### config.mk
export PLATFORM = sky130hd
export DESIGN_NAME = pc_sequencer
export DESIGN_NICKNAME = d
export VERILOG_FILES = /design/src/rtl/pc_sequencer.sv
export SDC_FILE = /design/constraint.sdc
export NUM_CORES = 1
export LEC_CHECK = 0
export ABC_AREA = 1
export ABC_CLOCK_PERIOD_IN_PS = 2600
export BUFFER_PORTS_ARGS = -buffer_cell sky130_fd_sc_hd__buf_2
export CAP_MARGIN = 15
export CORE_MARGIN = 5
export CORE_UTILIZATION = 38
export CTS_CLUSTER_DIAMETER = 30
export DETAILED_ROUTE_END_ITERATION = 7
export HOLD_SLACK_MARGIN = 0.12
export PLACE_DENSITY_LB_ADDON = 0.3
export SYNTH_ARGS = -nofsm -noshare
export SYNTH_HDL_FRONTEND = slang
export SYNTH_SLANG_ARGS = --single-unit
export TNS_END_PERCENT = 10
### constraint.sdc
create_clock -name clk -period 2.6 [get_ports clk]
set_input_delay 0.13 -clock clk [delete_from_list [all_inputs] [get_ports clk]]
set_output_delay 0.13 -clock clk [all_outputs]
set_load 0.01 [all_outputs]
### src/rtl/pc_sequencer.sv
// Program-counter sequencer: sequential fetch, jr/jump redirects and two-cycle taken branches,
// with all address arithmetic done on an external 32-bit adder.
module pc_sequencer #(
  parameter logic [31:0] RESET_VECTOR = 32'h0000_0000
) (
  input  logic        clk,
  input  logic        rst_n,
  input  logic        stall,
  input  logic        jump,
  input  logic [25:0] jump_target,
  input  logic        jr,
  input  logic [31:0] jr_addr,
  input  logic        branch_taken,
  input  logic [15:0] branch_imm,
  output logic [31:0] add_a,
  output logic [31:0] add_b,
  output logic        add_ci,
  input  logic [31:0] add_sum,
  input  logic        add_co,
  output logic [31:0] pc,
  output logic        pc_valid,
  output logic        misalign_err
);

  typedef enum logic [1:0] {
    S_BOOT = 2'd0,
    S_SEQ  = 2'd1,
    S_BR   = 2'd2
  } state_e;

  state_e      state_q, state_d;
  logic [31:0] pc_q, pc_d;
  logic [31:0] pc4_q, pc4_d;
  logic [31:0] off_q, off_d;
  logic        misalign_q, misalign_d;

  // PC wraps modulo 2^32, so the adder carry-out carries no information.
  logic unused_add_co;
  assign unused_add_co = add_co;

  always_ff @(posedge clk or negedge rst_n) begin
    if (!rst_n) begin
      state_q    <= S_BOOT;
      pc_q       <= RESET_VECTOR;
      pc4_q      <= 32'd0;
      off_q      <= 32'd0;
      misalign_q <= 1'b0;
    end else begin
      state_q    <= state_d;
      pc_q       <= pc_d;
      pc4_q      <= pc4_d;
      off_q      <= off_d;
      misalign_q <= misalign_d;
    end
  end

  always_comb begin
    state_d    = state_q;
    pc_d       = pc_q;
    pc4_d      = pc4_q;
    off_d      = off_q;
    misalign_d = 1'b0;
    if (!stall) begin
      case (state_q)
        S_BOOT: state_d = S_SEQ;
        S_SEQ: begin
          if (jr) begin
            pc_d       = jr_addr & ~32'h3;
            misalign_d = |jr_addr[1:0];
          end else if (jump) begin
            pc_d = {add_sum[31:28], jump_target, 2'b00};
          end else if (branch_taken) begin
            // Keep pc+4 and the byte offset so the adder can form the target next cycle.
            pc4_d   = add_sum;
            off_d   = {{14{branch_imm[15]}}, branch_imm, 2'b00};
            state_d = S_BR;
          end else begin
            pc_d = add_sum;
          end
        end
        S_BR: begin
          pc_d    = add_sum;
          state_d = S_SEQ;
        end
        default: state_d = S_BOOT;
      endcase
    end
  end

  always_comb begin
    if (state_q == S_BR) begin
      add_a = pc4_q;
      add_b = off_q;
    end else begin
      add_a = pc_q;
      add_b = 32'd4;
    end
  end

  assign add_ci       = 1'b0;
  assign pc           = pc_q;
  assign pc_valid     = (state_q == S_SEQ);
  assign misalign_err = misalign_q;

endmodule

==> flow_metrics.env <==
export IMPL_max_vdd_ir_drop_v=0.000429
export IMPL_critPathTopFamily="buffers and inverters"
export IMPL_netSwitchingPower_mw=2.62
export IMPL_cts_clk_slew_worst_paths_ns=0.06
export IMPL_wl_met2_mm=7.12
export IMPL_dp_hpwl_mm=9.78
export IMPL_p_sw_share_pct=40.4
export IMPL_drc=0
export IMPL_synth_warnings=0
export IMPL_ioPinCount=212
export IMPL_synth_seq_cells=83
export IMPL_slew_headroom_pct=61.4
export IMPL_combPwrFrac_pct=45.2
export IMPL_vias=4859
export IMPL_first_pass_iters=4
export IMPL_cts_buffers=9
export IMPL_ys_seq_area_share_pct=43.6
export IMPL_path_buf_inv=4
export IMPL_cts_resized_gates=0
export IMPL_die_area_mm2=0.0149
export IMPL_highest_layer="met4"
export IMPL_grt_pass1_wl_mm=23.6
export IMPL_hold_viol_final=0
export IMPL_crit_path_start="state_q[0]$_DFFE_PN0P_"
export IMPL_slowest_delay_ns=0.47
export IMPL_netlist_top_cells_area="dfrtp_1 44%, nand2_1 22%, inv_1 7.8%"
export IMPL_syn_cell_area_mm2=0.00476
export IMPL_place_gp_congestion=0.778
export IMPL_syn_inst=699
export IMPL_status="finished clean"
export IMPL_power_leakage_nw=4.03
export IMPL_std_cell_rows=40
export IMPL_vias_per_cell=4.43
export IMPL_cts_root_buf="clkbuf_16"
export IMPL_htreeDepth=3
export IMPL_rsz0062_at_grt="no"
export IMPL_critical_path_slowest_cell="buf_4"
export IMPL_start_util_pct=39.1
export IMPL_grt_use_total_pct=19.8
export IMPL_cts_hold_buf=51
export IMPL_final_cells=1098
export IMPL_wl_met3_mm=1.02
export IMPL_yosys_area_top_type="dfrtp_1"
export IMPL_r2r_setup_slack_ns=0.59
export IMPL_tightestPinTransition_ns=0.579
export IMPL_cts_setup_buffers=0
export IMPL_critPathMostFrequentCell="inv_1"
export IMPL_maxCapViolations=0
export IMPL_end_kind="primary output"
export IMPL_cts_tree="yes"
export IMPL_place_inst=1033
export IMPL_p_seq_share_pct=33.8
export IMPL_io_buffers=207
export IMPL_worstReg2RegEnd="pc[10]$_DFFE_PN0P_"
export IMPL_critPathArrivalTime_ns=2.15
export IMPL_worstSetupPathType="reg2out"
export IMPL_wirelength_mm=14.3
export IMPL_fin_nets=1044
export IMPL_period_needed_ns=2.28
export IMPL_max_freq_mhz=438
export IMPL_drive_gt1_share_pct=25.7
export IMPL_drt_iter0_markers=245
export IMPL_post_drt_wl_per_cell_um=13.0
export IMPL_syn_to_final_growth_pct=38.5
export IMPL_synth_top_cell_area_share_pct=43.6
export IMPL_antenna_found_initial=0
export IMPL_die_w_um=122
export IMPL_hp_class="in2reg"
export IMPL_ant_nets=0
export IMPL_cts_num_sinks=83
export IMPL_core_mm2=0.0122
export IMPL_fin_skew_ns=0.00796
export IMPL_clkPwrFrac_pct=21.0
export IMPL_required_ns=2.47
export IMPL_die_height_um=122
export IMPL_grt_ovfl_total=0
export IMPL_regToRegStartpoint="state_q[0]$_DFFE_PN0P_"
export IMPL_grt_start_max_net_pins=53
export IMPL_crit_end="add_b[20]"
export IMPL_num_fill_cells=1227
export IMPL_power_density_mw_per_mm2=984
export IMPL_clock_latency_ns=0.33
export IMPL_worstPathMaxFanout=52
export IMPL_clockBufferDepth=2
export IMPL_rr_worst_depth=9
export IMPL_wl_met1_mm=5.92
export IMPL_crit_cells=6
export IMPL_antenna_cells=0
export IMPL_internal_power_mw=3.87
export IMPL_syn_avg_cell_area_um2=6.81
export IMPL_path_cells="inv_1 > ha_2 > buf_4 > nand2_1 > inv_1 > buf_2"
export IMPL_tns_ns=0
export IMPL_period_share_pct=87.8
export IMPL_synth_distinct_cells=23
export IMPL_cp_start_kind="flop"
export IMPL_setup_viol=0
export IMPL_drv_slew=0
export IMPL_grt_pass1_vias=4847
[routing by layer]
| layer | track usage, % | vias to the layer above |
|---|---|---|
| met5 | 0 | - |
| met4 | 7.00 | 0 |
| met3 | 4.46 | 20 |
| met2 | 34.7 | 152 |
| met1 | 23.8 | 2171 |
| li1 | - | 2516 |
[synth_stat cells (all sizes together)]
cell and n:
inv 101, conb 1, buf 42, nor3 1, nand2 279, nand4 1, or2 2, ha 4
o21ai 61, a21oi 1, o21a 1, clkbuf 10, nand3 32, nor2 80, dfrtp 83
[power by group through the flow]
stage | clock network [mW] | registers (mW) | logic (mW)
after global routing | 1.46 | 2.27 | 3.36
after CTS | 1.39 | 2.19 | 2.99
after global placement | 0 | 2.20 | 2.88
after detailed placement | 0 | 2.20 | 2.92
after floorplan | 0 | 2.27 | 1.74
final | 1.37 | 2.19 | 2.93
[layout by cell type, fill, tap and decap left out, drive strengths merged]
master | netlist | routed
a21oi | 1 | 1
buf | 42 | 216
bufinv | 0 | 2
clkbuf | 10 | 12
conb | 1 | 3
dfrtp | 83 | 83
dlygate4sd3 | 0 | 51
ha | 4 | 4
inv | 101 | 101
nand2 | 279 | 279
nand3 | 32 | 32
nand4 | 1 | 1
nor2 | 80 | 80
nor3 | 1 | 1
o21a | 1 | 1
o21ai | 61 | 61
or2 | 2 | 2
[flip-flops by register name, summed over array words and instances (netlist names)]
signal and flops:
pc4_q 32, pc 32, off_q 16, state_q 2, misalign_err 1
[stage by stage]
step	util [%]	setup WS (ns)	cell area [um^2]	hold slack [ns]	power, mW
6_report	54.2	0.317	6590	0.153	6.49
3_5_place_dp	47.4	0.606	5770	0.176	5.12
3_3_place_gp	47.4	0.639	5770	0.163	5.07
2_1_floorplan	-	0.906	4770	-0.166	4.01
4_1_cts	54.2	0.301	6590	0.136	6.57
5_1_grt	54.2	0.113	6590	0.164	7.09
[layout make-up]
| cell class | count | area (um^2) | share of cell area (%) |
|---|---|---|---|
| Multi-Input combinational cell | 465 | 1950 | 29.6 |
| Clock buffer | 12 | 256 | 3.89 |
| Tap cell | 168 | 210 | 3.19 |
| Inverter | 101 | 382 | 5.79 |
| Clock inverter | 2 | 60.1 | 0.911 |
| Timing Repair Buffer | 267 | 1650 | 25.1 |
| Sequential cell | 83 | 2080 | 31.5 |
[worst min path at each step]
| stage | start | end | slack, ns | cells after the start |
|---|---|---|---|---|
| floorplan | rst_n | misalign_err$_DFF_PN0_ | -0.17 | 0 |
| global placement | rst_n | pc4_q[5]$_DFFE_PN0P_ | 0.16 | 1 |
| detailed placement | rst_n | pc4_q[5]$_DFFE_PN0P_ | 0.18 | 1 |
| CTS | jr_addr[30] | pc[30]$_DFFE_PN0P_ | 0.14 | 5 |
| global route | jr_addr[28] | pc[28]$_DFFE_PN0P_ | 0.16 | 5 |
| finish | jr_addr[30] | pc[30]$_DFFE_PN0P_ | 0.15 | 5 |
[worst min-delay path, cell delays in order]
cell and delay (ns):
buf_2 0.08, nand3_1 0.07, nand2_1 0.06, nand2_1 0.04, o21ai_0 0.06
[cell families after synthesis]
group           Yosys count  synth area share [%]
fa+ha+maj                 4                  1.05
other cells               1                0.0788
compound gates           63                  6.99
flops                    83                  43.6
buf+inv                 153                  15.5
simple gates            395                  32.7
No activity file was read; power rests on OpenSTA's default activity.
